===== src/rtl/bin_to_bcd_seq.sv =====
// Sequential binary-to-BCD converter (double dabble, one input bit per clock).
// Result and overflow flag are held stable between conversions.
module bin_to_bcd_seq #(
    parameter int unsigned BIN_W  = 14,
    parameter int unsigned DIGITS = 4
) (
    input  logic                  clk,
    input  logic                  rst,
    input  logic                  start,
    input  logic [BIN_W-1:0]      bin,
    output logic                  busy,
    output logic                  done,
    output logic [4*DIGITS-1:0]   bcd,
    output logic                  ovf
);

    localparam int unsigned BCD_W = 4 * DIGITS;
    localparam int unsigned CAT_W = BCD_W + BIN_W;
    localparam int unsigned CNT_W = $clog2(BIN_W + 1);

    function automatic logic [63:0] pow10(input int unsigned n);
        logic [63:0] p;
        p = 64'd1;
        for (int unsigned i = 0; i < n; i++) begin
            p = p * 64'd10;
        end
        return p;
    endfunction

    localparam logic [63:0]      MAX_VAL   = pow10(DIGITS) - 64'd1;
    localparam logic [BCD_W-1:0] ALL_NINES = {DIGITS{4'h9}};

    typedef enum logic {
        S_IDLE  = 1'b0,
        S_SHIFT = 1'b1
    } state_t;

    state_t             r_state;
    state_t             w_state_nxt;

    logic [BIN_W-1:0]   r_shift;
    logic [BCD_W-1:0]   r_scratch;
    logic [CNT_W-1:0]   r_cnt;
    logic               r_ovf_pend;
    logic [BCD_W-1:0]   r_bcd;
    logic               r_ovf;
    logic               r_done;

    logic [BIN_W-1:0]   w_shift_nxt;
    logic [BCD_W-1:0]   w_scratch_nxt;
    logic [CNT_W-1:0]   w_cnt_nxt;
    logic               w_ovf_pend_nxt;
    logic [BCD_W-1:0]   w_bcd_nxt;
    logic               w_ovf_nxt;
    logic               w_done_nxt;

    logic [BCD_W-1:0]   w_adj;
    logic [CAT_W-1:0]   w_cat;
    logic               w_last;
    logic               w_in_ovf;

    // Add 3 to every scratch digit that is 5 or more before the shift
    always_comb begin
        w_adj = r_scratch;
        for (int unsigned d = 0; d < DIGITS; d++) begin
            if (r_scratch[4*d +: 4] >= 4'd5) begin
                w_adj[4*d +: 4] = r_scratch[4*d +: 4] + 4'd3;
            end
        end
    end

    // Shifted {scratch, input}; last-bit and input-overflow detection
    always_comb begin
        w_cat    = {w_adj, r_shift} << 1;
        w_last   = (r_state == S_SHIFT) && (r_cnt == CNT_W'(1));
        w_in_ovf = (64'(bin) > MAX_VAL);
    end

    // State register
    always_ff @(posedge clk or posedge rst) begin
        if (rst) begin
            r_state <= S_IDLE;
        end else begin
            r_state <= w_state_nxt;
        end
    end

    // Next-state logic
    always_comb begin
        w_state_nxt = r_state;
        case (r_state)
            S_IDLE:  if (start)  w_state_nxt = S_SHIFT;
            S_SHIFT: if (w_last) w_state_nxt = S_IDLE;
            default: w_state_nxt = S_IDLE;
        endcase
    end

    // Output / datapath next values per state
    always_comb begin
        w_shift_nxt    = r_shift;
        w_scratch_nxt  = r_scratch;
        w_cnt_nxt      = r_cnt;
        w_ovf_pend_nxt = r_ovf_pend;
        w_bcd_nxt      = r_bcd;
        w_ovf_nxt      = r_ovf;
        w_done_nxt     = 1'b0;
        case (r_state)
            S_IDLE: begin
                if (start) begin
                    w_shift_nxt    = bin;
                    w_scratch_nxt  = '0;
                    w_cnt_nxt      = CNT_W'(BIN_W);
                    w_ovf_pend_nxt = w_in_ovf;
                end
            end
            S_SHIFT: begin
                w_shift_nxt   = w_cat[BIN_W-1:0];
                w_scratch_nxt = w_cat[CAT_W-1:BIN_W];
                w_cnt_nxt     = r_cnt - CNT_W'(1);
                if (w_last) begin
                    w_bcd_nxt  = r_ovf_pend ? ALL_NINES : w_cat[CAT_W-1:BIN_W];
                    w_ovf_nxt  = r_ovf_pend;
                    w_done_nxt = 1'b1;
                end
            end
            default: ;
        endcase
    end

    // Datapath and output registers
    always_ff @(posedge clk or posedge rst) begin
        if (rst) begin
            r_shift    <= '0;
            r_scratch  <= '0;
            r_cnt      <= '0;
            r_ovf_pend <= 1'b0;
            r_bcd      <= '0;
            r_ovf      <= 1'b0;
            r_done     <= 1'b0;
        end else begin
            r_shift    <= w_shift_nxt;
            r_scratch  <= w_scratch_nxt;
            r_cnt      <= w_cnt_nxt;
            r_ovf_pend <= w_ovf_pend_nxt;
            r_bcd      <= w_bcd_nxt;
            r_ovf      <= w_ovf_nxt;
            r_done     <= w_done_nxt;
        end
    end

    assign busy = (r_state == S_SHIFT);
    assign done = r_done;
    assign bcd  = r_bcd;
    assign ovf  = r_ovf;

endmodule


===== config.mk =====
export PLATFORM = sky130hd
export DESIGN_NAME = bin_to_bcd_seq
export DESIGN_NICKNAME = d
export VERILOG_FILES = /design/src/rtl/bin_to_bcd_seq.sv
export SDC_FILE = /design/constraint.sdc
export NUM_CORES = 1
export LEC_CHECK = 0
export BUFFER_PORTS_ARGS = -buffer_cell sky130_fd_sc_hd__buf_2
export CAP_MARGIN = 20
export CELL_PAD_IN_SITES_DETAIL_PLACEMENT = 1
export CELL_PAD_IN_SITES_GLOBAL_PLACEMENT = 1
export CORE_AREA = 2 2 64 96
export DETAILED_ROUTE_END_ITERATION = 16
export DIE_AREA = 0 0 66 98
export PLACE_DENSITY = 0.92
export SETUP_SLACK_MARGIN = 0.05
export SLEW_MARGIN = 25
export SYNTH_ARGS = -nofsm -noshare
export SYNTH_HDL_FRONTEND = slang
export SYNTH_SLANG_ARGS = --single-unit

===== constraint.sdc =====
create_clock -name clk -period 5.5 [get_ports clk]
set_clock_uncertainty 0.1 [all_clocks]
set_input_delay 1.1 -clock clk [delete_from_list [all_inputs] [get_ports clk]]
set_output_delay 1.1 -clock clk [all_outputs]
set_load 0.01 [all_outputs]

After elaboration in Yosys (flattened, before gate mapping)
Cells that the tools add are included.

word-level totals
  register bits after elaboration = 54
  memory bits (read-only) = 0
  output and inout bits = 19
  input bits = 17
  word-level logic and storage cells = 40
  memory bits (writable) = 0
  bits in latches = 0
  memories kept = 0

cells by class
  mux-type cells = 16
  shifts and indexed selects = 0
  bitwise logic cells = 1
  $lt $le $gt $ge = 5
  equal/unequal tests = 2
  divide/modulo/power cells = 0
  reductions and logical operators = 3
  add/subtract/negate cells = 5
  multipliers = 0

operators with widths
  operator              number
  $mux 16               2
  $pmux 16 s2           1
  $pmux 14 s2           1
  $ge 4x3->1 const B    4
  $mux 4                4
  $gt 14x14->1 const B  1
  $mux 14               1
  $add 4x2->4 const B   3
  $pmux 4 s2            1
  $eq 4x1->1 const B    1
  $mux 1                4
  $reduce_and 2->1      2
  $sub 4x1->4 const B   1
  $add 3x2->3 const B   1
  $mux 3                1
  $ne 2x2->1 const B    1
  $pmux 1 s2            1
  $logic_and 1x1->1     1
  $not 1->1             1

Logic depth before layout (Yosys ltp)
  word-level depth = 4
  depth in mapped cells = 7
  mapped depth without buffers = 6

Worst setup path before layout
OpenSTA, ideal clock, no wires.

  path kind = input -> register
  from = input start
  to = register r_shift[11]
  setup slack = 3.583 ns
  path buffers = 2
  data arrival time = 1.681 ns
  data required time = 5.264 ns
  setup time = 0.136 ns
  cell stages on the path = 4
  path through = buf_4 buf_4 mux2i_1 o21ai_0

between the ends
  word-level cells in the longest chain between the ends = 1

ends and longest elaborated chain
  item                    line  source
  start: declaration      9     input logic start,
  $ne 2x2->1 (no line)    -
  end signal: assignment  141   r_shift <= w_shift_nxt;
  end: declaration        41    logic [BIN_W-1:0] r_shift;

No other way between the ends.
A chain may end at the register's enable or synchronous reset.

Worst setup path in the final report
  from = register r_state (netlist: busy)
  to = register r_bcd[14] (netlist: bcd[14])

between the ends
  word-level cells in the longest chain between the ends = 2

ends and longest elaborated chain
  item                          line  source
  start: declaration            38    state_t r_state;
  start signal: assignment      84    r_state <= w_state_nxt;
  $logic_and 1x1->1             75    w_last = (r_state == S_SHIFT) && (r_cnt == CNT_W'(1));
  $reduce_and 2->1 (no line) *  -
  end signal: assignment        145   r_bcd <= w_bcd_nxt;
  end: declaration              45    logic [BCD_W-1:0] r_bcd;

Mark *: on every way between the ends. The rest lies on a longest branch, timed or not.

==> results.json <==
{
  "cts_buffers": 5,
  "wl_mm": 5.63,
  "drt_iter0_markers": 108,
  "start_util_pct": 45.6,
  "synth_edf_count": 0,
  "vias": 1951,
  "peakVddDrop_v": 0.000262,
  "hold_depth": 2,
  "clockRootBuffer": "clkbuf_8",
  "fin_nets": 310,
  "viasPerCell": 5.48,
  "drc": 0,
  "cts_sinks": 54,
  "netlist_instances": 252,
  "die_w_um": 66,
  "cp-start-kind": "flop",
  "place_hpwl_mm": 3.84,
  "cts.reportedPaths.clkPinSlew_ps": 100,
  "r2r_cells": 4,
  "p_leak_uw": 0.00144,
  "ys_warn_count": 0,
  "core-area_um2": 5700,
  "insertion_delay_ps": 310,
  "dieHeight_um": 98,
  "grt_overflow": 0,
  "io_buffers": 35,
  "crit_start": "busy",
  "syn_avg_cell_area_um2": 10.3,
  "pre_cts_slack_ps": 3080,
  "first_pass_iters": 4,
  "async_flop_share_pct": 100,
  "crit_path_end_kind": "flop",
  "cts_resized": 0,
  "grt_pass1_wl_mm": 9.60,
  "maxCapViolations": 0,
  "route.detailed.wl_per_inst_um": 15.8,
  "netlist-cell-type-count": 27,
  "setup_tns_ps": 0,
  "setup-violations-final": 0,
  "rsz0062_at_grt": "no",
  "grt_pass1_vias": 2071,
  "die_area_um2": 6470,
  "layout-drive-gt1-share_pct": 18.0,
  "setup_ws_ps": 3090,
  "slew_headroom_pct": 54.7,
  "critPathMaxFanout": 62,
  "ant_nets": 0,
  "ys_ff_latch": 54,
  "required_ps": 5650,
  "crit_type": "reg -> reg",
  "grt_max_degree": 63,
  "run_status": "complete, no violations",
  "utilization_pct": 51.1,
  "diodes": 0,
  "htree_levels": 2,
  "finalCritPeriodShare_pct": 43.8,
  "ctsHoldBuffers": 0,
  "cts_tree": "done",
  "syn_nets": 279,
  "hold_path_class": "reg -> reg",
  "min_from": "r_shift[9]",
  "syn_area_um2": 2600,
  "clk_path_buf_depth": 2,
  "ios": 36,
  "seq_area_frac_synth_pct": 52.0,
  "finalMaxSlewViolations": 0,
  "hold_viol_final": 0,
  "ys.flop_type": "dfrtp_1",
  "r2r_start": "busy",
  "postCtsSetupRepairBufs": 0,
  "rows": 34,
  "gp_congestion": 0.771,
  "antenna_found_initial": 0,
  "pwr_density_cell_nw_per_um2": 592,
  "fin_crit_ps": 2410,
  "arrival_ps": 2560,
  "area_growth_pct": 12.1,
  "fmax_mhz": 415,
  "worst_pin_slew_ps": 680,
  "grtUsageTotal_pct": 19.1
}
-- cells in the mapped netlist, types with 3 or more instances --
cell / count / area share [%]
a21o_1: 7 / 2.0
nor2_1: 15 / 2.2
nand2_1: 29 / 4.2
nor3b_1: 8 / 2.3
buf_2: 7 / 1.3
inv_1: 12 / 1.7
buf_4: 4 / 1.2
nand3_1: 3 / 0.58
nand2b_1: 6 / 1.4
a21oi_2: 3 / 1.0
ha_1: 10 / 4.8
dfrtp_1: 54 / 52
xnor2_1: 6 / 2.0
a22o_1: 9 / 3.0
nor3_1: 9 / 1.7
mux2i_1: 21 / 8.1
o21ai_0: 20 / 3.9
a21oi_1: 16 / 3.1
-- flip-flops by register name (all words and copies together) (netlist names) --
name,flops
r_scratch,16
r_ovf_pend,1
r_cnt,4
bcd,16
done,1
r_shift,14
ovf,1
busy,1
-- layer usage --
layer | global-route usage, % | vias to the layer above | wire length [um]
li1 | - | 926 | -
met1 | 21.5 | 981 | 2320
met2 | 35.2 | 38 | 3020
met3 | 4.15 | 6 | 224
met4 | 5.34 | 0 | 66
met5 | 0 | - | 0
-- critical path, cell delays in order (launching register included) --
cell and delay, ps:
dfrtp_2 400, buf_4 490, nand3_2 460, nor2_2 620
a32o_1 250
-- power by group --
part	switching [uW]	internal, uW	leakage [uW]	total, uW
logic	412	337	0.000707	749
clock network	125	136	0.0000524	261
registers	142	576	0.000676	717
-- layout by cell type (no fill, tap or decap), drive strengths merged --
master / count
dfrtp: 54
mux2i: 21
nor3: 9
a21o: 7
clkbuf: 7
bufinv: 1
inv: 13
nor4: 1
a21oi: 19
ha: 10
o31ai: 2
a32o: 2
buf: 37
nor2: 16
a2111oi: 1
o21ai: 20
nor3b: 8
nand3: 4
nand2: 29
xnor2: 6
nand2b: 6
a31oi: 2
a22o: 9
-- final timing paths --
path / endpoint / slack (ps)
max in group asynchronous: busy / 3950
hold reg to reg: r_shift[10] / 390
setup / recovery: bcd[14] / 3090
min in group asynchronous: bcd[9] / 870
setup reg to reg: bcd[14] / 3090
hold / removal: r_shift[10] / 390
-- layout make-up --
type | count | area, um^2
Clock buffer | 7 | 76.3
Clock inverter | 1 | 30.0
Fill cell | 661 | 2790
Inverter | 13 | 48.8
Multi-Input combinational cell | 172 | 1130
Sequential cell | 54 | 1350
Tap cell | 72 | 90.1
Timing Repair Buffer | 37 | 190
-- cells by family (layout without fill, tap and decap cells) --
kind of cell    count (synthesis)  count (layout)  synth area share [%]
simple gates                   73              73                  13.3
mux                            21              21                  8.08
compound gates                 62              62                  15.2
buf+inv                        26              58                  4.67
fa+ha+maj                      10              10                  4.81
xor+xnor                        6               6                  2.02
flops                          54              54                  52.0
-- per-stage QoR --
stage | total power [uW] | hold WS [ps] | instance area (um^2) | cells
6_report | 1730 | 389 | 2920 | 356
5_1_grt | 1870 | 427 | 2920 | 356
4_1_cts | 1750 | 393 | 2920 | 356
3_5_place_dp | 1480 | 369 | 2810 | 348
3_3_place_gp | 1430 | 345 | 2810 | 348
2_1_floorplan | 1260 | 349 | 2600 | 252
No activity file was read; power rests on OpenSTA's default activity.
